$ cat src/rtl/andport_pkg.sv
// Shared types and constants for the andport stimulus sequencer.
package andport_pkg;

  typedef enum logic [1:0] {
    IDLE   = 2'd0,
    DRIVE  = 2'd1,
    SAMPLE = 2'd2,
    DONE   = 2'd3
  } state_e;

  localparam int unsigned NUM_VECTORS    = 4;
  // Bit i is the expected AND output for input vector i = {a,b}.
  localparam logic [3:0]  EXPECTED_TRUTH = 4'b1000;

endpackage

$ cat src/rtl/andport_hold_cnt.sv
// Loadable down-counter with zero flag, used to time how long each vector is held.
module andport_hold_cnt #(
  parameter int unsigned CNT_W = 4
) (
  input  logic             clk,
  input  logic             rst,
  input  logic             load,
  input  logic [CNT_W-1:0] load_val,
  input  logic             dec,
  output logic             zero
);

  logic [CNT_W-1:0] cnt_q;

  always_ff @(posedge clk) begin
    if (rst) begin
      cnt_q <= '0;
    end else if (load) begin
      cnt_q <= load_val;
    end else if (dec && (cnt_q != '0)) begin
      cnt_q <= cnt_q - CNT_W'(1);
    end
  end

  assign zero = (cnt_q == '0);

endmodule

$ cat src/rtl/andport_stim_seq.sv
// Drives andport through vectors 00,01,10,11 and checks out == a&b after a hold period.
// Optional ANDPORT_SEQ_CAPTURE_EN adds a 4-bit capture of sampled outputs.
module andport_stim_seq
  import andport_pkg::*;
#(
  parameter int unsigned HOLD_CYCLES = 10
) (
  input  logic       clk,
  input  logic       rst,
  input  logic       start,
  input  logic       dut_out,
  output logic       a,
  output logic       b,
  output logic       busy,
  output logic       done,
  output logic       pass,
  output logic [2:0] err_count,
  output logic [1:0] vector_idx
`ifdef ANDPORT_SEQ_CAPTURE_EN
  ,
  output logic [3:0] capture
`endif
);

  localparam int unsigned CNT_W = $clog2(HOLD_CYCLES + 1);

  state_e     state_q, state_d;
  logic [1:0] idx_q, idx_d;
  logic [2:0] err_q, err_d;
  logic       a_q, a_d, b_q, b_d;
  logic       busy_q, busy_d, done_q, done_d, pass_q, pass_d;
  logic       cnt_load, cnt_dec, cnt_zero;
  logic       run_d;
`ifdef ANDPORT_SEQ_CAPTURE_EN
  logic [3:0] cap_q, cap_d;
`endif

  andport_hold_cnt #(
    .CNT_W (CNT_W)
  ) u_hold_cnt (
    .clk      (clk),
    .rst      (rst),
    .load     (cnt_load),
    .load_val (CNT_W'(HOLD_CYCLES - 1)),
    .dec      (cnt_dec),
    .zero     (cnt_zero)
  );

  always_comb begin
    state_d  = state_q;
    idx_d    = idx_q;
    err_d    = err_q;
    cnt_load = 1'b0;
    cnt_dec  = 1'b0;
`ifdef ANDPORT_SEQ_CAPTURE_EN
    cap_d    = cap_q;
`endif
    unique case (state_q)
      IDLE, DONE: begin
        if (start) begin
          state_d  = DRIVE;
          idx_d    = '0;
          err_d    = '0;
          cnt_load = 1'b1;
`ifdef ANDPORT_SEQ_CAPTURE_EN
          cap_d    = '0;
`endif
        end
      end
      DRIVE: begin
        if (cnt_zero) state_d = SAMPLE;
        else          cnt_dec = 1'b1;
      end
      SAMPLE: begin
        if (dut_out != EXPECTED_TRUTH[idx_q]) err_d = err_q + 3'd1;
`ifdef ANDPORT_SEQ_CAPTURE_EN
        cap_d[idx_q] = dut_out;
`endif
        if (idx_q == 2'(NUM_VECTORS - 1)) begin
          state_d = DONE;
        end else begin
          state_d  = DRIVE;
          idx_d    = idx_q + 2'd1;
          cnt_load = 1'b1;
        end
      end
      default: state_d = IDLE;
    endcase

    // Outputs are registered from next-state values so they align with the state they describe.
    run_d  = (state_d == DRIVE) || (state_d == SAMPLE);
    a_d    = run_d & idx_d[1];
    b_d    = run_d & idx_d[0];
    busy_d = run_d;
    done_d = (state_d == DONE);
    pass_d = done_d && (err_d == '0);
  end

  always_ff @(posedge clk) begin
    if (rst) begin
      state_q <= IDLE;
      idx_q   <= '0;
      err_q   <= '0;
      a_q     <= 1'b0;
      b_q     <= 1'b0;
      busy_q  <= 1'b0;
      done_q  <= 1'b0;
      pass_q  <= 1'b0;
`ifdef ANDPORT_SEQ_CAPTURE_EN
      cap_q   <= '0;
`endif
    end else begin
      state_q <= state_d;
      idx_q   <= idx_d;
      err_q   <= err_d;
      a_q     <= a_d;
      b_q     <= b_d;
      busy_q  <= busy_d;
      done_q  <= done_d;
      pass_q  <= pass_d;
`ifdef ANDPORT_SEQ_CAPTURE_EN
      cap_q   <= cap_d;
`endif
    end
  end

  assign a          = a_q;
  assign b          = b_q;
  assign busy       = busy_q;
  assign done       = done_q;
  assign pass       = pass_q;
  assign err_count  = err_q;
  assign vector_idx = idx_q;
`ifdef ANDPORT_SEQ_CAPTURE_EN
  assign capture    = cap_q;
`endif

endmodule

$ cat config.mk
export PLATFORM = sky130hd
export DESIGN_NAME = andport_stim_seq
export DESIGN_NICKNAME = d
export VERILOG_FILES = /design/src/rtl/andport_pkg.sv /design/src/rtl/andport_hold_cnt.sv /design/src/rtl/andport_stim_seq.sv
export SDC_FILE = /design/constraint.sdc
export NUM_CORES = 1
export LEC_CHECK = 0
export CAP_MARGIN = 20
export CORE_MARGIN = 1
export CORE_UTILIZATION = 27
export DETAILED_ROUTE_END_ITERATION = 10
export PLACE_DENSITY_LB_ADDON = 0.2
export SLEW_MARGIN = 20
export SYNTH_ARGS = -nofsm -noshare
export SYNTH_HDL_FRONTEND = slang
export SYNTH_SLANG_ARGS = --single-unit
$ cat constraint.sdc
create_clock -name clk -period 1.9 [get_ports clk]
set_input_delay 0.475 -clock clk [delete_from_list [all_inputs] [get_ports clk]]
set_output_delay 0.475 -clock clk [all_outputs]
set_load 0.01 [all_outputs]
==> impl_metrics.json <==
{
  "status": "finished, violations left",
  "violations": "design-rule violations, negative setup slack",
  "path_depth": 8,
  "insertion_delay_ps": 290,
  "endpoint": "b",
  "num_vias": 731,
  "syn_area_um2": 810,
  "setup_ws_ps": -23.9,
  "syn_to_final_growth_pct": 43.9,
  "placedCellCount": 142,
  "yosys.area_share.adder_pct": 7.73,
  "synth_compound_area_share_pct": 21.0,
  "routed_wl_um": 1800,
  "synth_seq_cells": 16,
  "slowest_delay_ps": 390,
  "synth_warnings": 0,
  "synth_area_leader_cell": "dfxtp_1",
  "synth.net_count": 98,
  "path_buf_inv": 1,
  "rr_startpoint": "u_hold_cnt.cnt_q[1]",
  "antenna_found_initial": 0,
  "synth_top_cell_area_share_pct": 39.6,
  "critPathKind": "flop to flop",
  "grt.overflow.total": 0,
  "synth_top_family_by_area": "simple AND/OR/NAND/NOR gates",
  "fin_tns_setup_ps": -23.9,
  "fin_nets": 126,
  "root_buffer": "clkbuf_4",
  "drc": 2,
  "arrival_ps": 2120,
  "num_rows": 19,
  "cts.path.max_buffers": 2,
  "ios": 14,
  "start_util_pct": 28.9,
  "core_um2": 2810,
  "nFillCells": 289,
  "die_w_um": 56.8,
  "synth-simple-area-share_pct": 25.2,
  "fmax_mhz": 520,
  "final_cells": 147,
  "setup.worst_path.start": "u_hold_cnt.cnt_q[1]",
  "syn_avg_cell_area_um2": 9.10,
  "synth.area.top_cells": "dfxtp_1 40%, ha_1 7.7%, nor2b_1 6.2%",
  "layout-drive-gt1-share_pct": 32.8,
  "htree_levels": 1,
  "grt_pass1_wl_um": 2900,
  "hold_buffers": 0,
  "rsz0062_at_grt": "yes",
  "cts_sinks": 16,
  "slew_headroom_pct": 75.9,
  "endpoint_kind": "flop",
  "setup_viol": 1,
  "ff_latch_area_um2": 327,
  "fin_crit_sh_pct": 101,
  "drv_slew": 0,
  "yosysUniqueCellTypes": 35,
  "r2r-end": "b",
  "hold_viol_final": 0,
  "synth_xor_area_share_pct": 2.16,
  "ir_drop_mv": 0.659,
  "clkTransAtPathRegs_ps": 100,
  "p_leak_nw": 0.448,
  "critPathLaunchType": "flop",
  "cap_viol_max_count": 0,
  "muxShareOfSynthArea_pct": 0,
  "wire_per_inst_um": 12.3,
  "crit_required_ps": 2100,
  "skew_ps": 1.98,
  "synth_cells": 89,
  "gp_congestion": 0.793,
  "first_pass_iters": 7,
  "dp_hpwl_um": 1310,
  "route.antenna.remaining_nets": 0,
  "cp_cell_sequence": "inv_2, ha_4, or3b_4, a311oi_2, a21oi_2, ha_2, nor2b_4, and2_1",
  "fin_crit_ps": 1920,
  "via_per_inst": 4.97,
  "p_total_mw": 1.65,
  "io_buffers": 13,
  "grt_pass1_vias": 646,
  "grt_max_degree": 13,
  "hold_path.class": "flop to flop",
  "multi_input_area_um2": 513,
  "path_max_fanout": 3,
  "die_h_um": 56.8,
  "reg2reg_slack_ps": -20,
  "grt_usage_pct": 12.1,
  "drt_iter0_drc": 18,
  "insertedDiodeCount": 0,
  "tightest_slew_ps": 353,
  "cts_buffers": 3,
  "die_area_um2": 3220,
  "cts_tree": "yes",
  "path_delay_family": "simple AND/OR/NAND/NOR gates",
  "ys_seq_area_share_pct": 39.6,
  "slowest_stage": "or3b_4",
  "reg2regPathDepth": 8,
  "power-per-cell-area_nw_per_um2": 1410
}
## per-layer routing
metal  global-route usage, %  vias up  routed length [µm]  share of wire (%)
met5                       0        -                   0                  0
met4                    5.23        0                  23                1.3
met3                    4.84        5                  69                3.8
met2                    19.7       11                 841                 47
met1                    14.1      343                 870                 48
li1                        -      372                   -                  -
## state kept, by name, indices dropped and copies added, names as in the netlist
register	count
state_q	2
a	1
b	1
err_count	3
done	1
busy	1
pass	1
u_hold_cnt.cnt_q	4
vector_idx	2
## worst register-to-register path: stages, from the launching register on
cell	delay (ps)
dfxtp_2	330
inv_2	60
ha_4	130
or3b_4	390
a311oi_2	300
a21oi_2	70
ha_2	290
nor2b_4	120
and2_1	130
## cells by family after synthesis
group	count (synthesis)
DFF	16
buffers and inverters	9
xor gates and xnor gates	2
and+or+nand+nor	33
adders and majority gates	5
AOI/OAI and AO/OA	24
## area by class of cell
cell class,count,share of cell area (%)
tap,31,3.33
inverter,6,1.93
timing repair buffer,26,19.5
multi-input combinational,64,44.0
clock buffer,4,3.11
sequential,16,28.0
## cells in the final DEF (no fill, tap or decap), types with 2 or more instances in the layout
cell type        Yosys  layout
clkdlybuf4s50_1      0      13
buf_4                0      13
dfxtp_1             16      11
nor2b_1              8       6
nand2_1              5       5
a21oi_1              6       5
dfxtp_2              0       5
inv_1                6       4
and2_1               4       4
o21ai_0              4       4
nand2b_1             3       3
clkbuf_4             0       3
inv_2                0       2
nand3_1              2       2
a21o_1               2       2
nand3b_1             2       2
nand4_1              2       2
nor3_1               2       2
ha_4                 0       2
ha_1                 5       2
## synthesized netlist by cell type
library cell,n
nand3b_2,1
a21bo_2,1
nor4_2,1
o211ai_1,1
buf_2,1
a2111oi_2,1
xor2_1,1
a21oi_1,6
o311ai_1,1
dfxtp_1,16
inv_1,6
nand3_1,2
ha_1,5
nand2_1,5
o21a_1,1
nand2b_1,3
a311o_1,1
nor2_1,1
o31ai_1,1
a22oi_1,1
nand3b_1,2
nor3_1,2
nor2b_1,8
a2111oi_0,1
a221oi_1,1
a311oi_1,1
clkbuf_1,2
o21ai_0,4
or3b_1,1
nor3b_1,1
a21o_1,2
and2_1,4
nand4_1,2
o21ai_1,1
xnor2_1,1
## where the power goes
group | switching, mW | leakage (nW) | internal, mW
Clock | 0.112 | 0.0210 | 0.117
Sequential | 0.0537 | 0.132 | 0.419
Combinational | 0.426 | 0.295 | 0.520
## through the flow
step                      utilization (%)  hold WS (ps)  setup WS (ps)  instance area (µm²)
final                                41.5           554          -23.9                 1160
after detailed placement             37.6           534           -170                 1060
after global routing                 41.5           594           -114                 1160
after CTS                            40.7           549          0.366                 1140
after floorplan                         -           505           40.8                  810
after global placement               37.6           531           -148                 1060
## worst min-delay path by stage
stage | startpoint | cells after the start | end
CTS | state_q[1] | 2 | state_q[1]
global placement | state_q[1] | 2 | state_q[1]
global route | vector_idx[1] | 2 | vector_idx[1]
detailed placement | state_q[1] | 2 | state_q[1]
finish | vector_idx[1] | 2 | vector_idx[1]
floorplan | state_q[1] | 2 | state_q[1]
## repair_timing
item	4_1_cts	5_1_grt
pin swaps	4	1
endpoints found under the hold margin	0	0
setup endpoints to repair	2	7
resized for setup	13	7
setup buffers	1	0
Note: power is estimated with default switching activity, not from simulation.
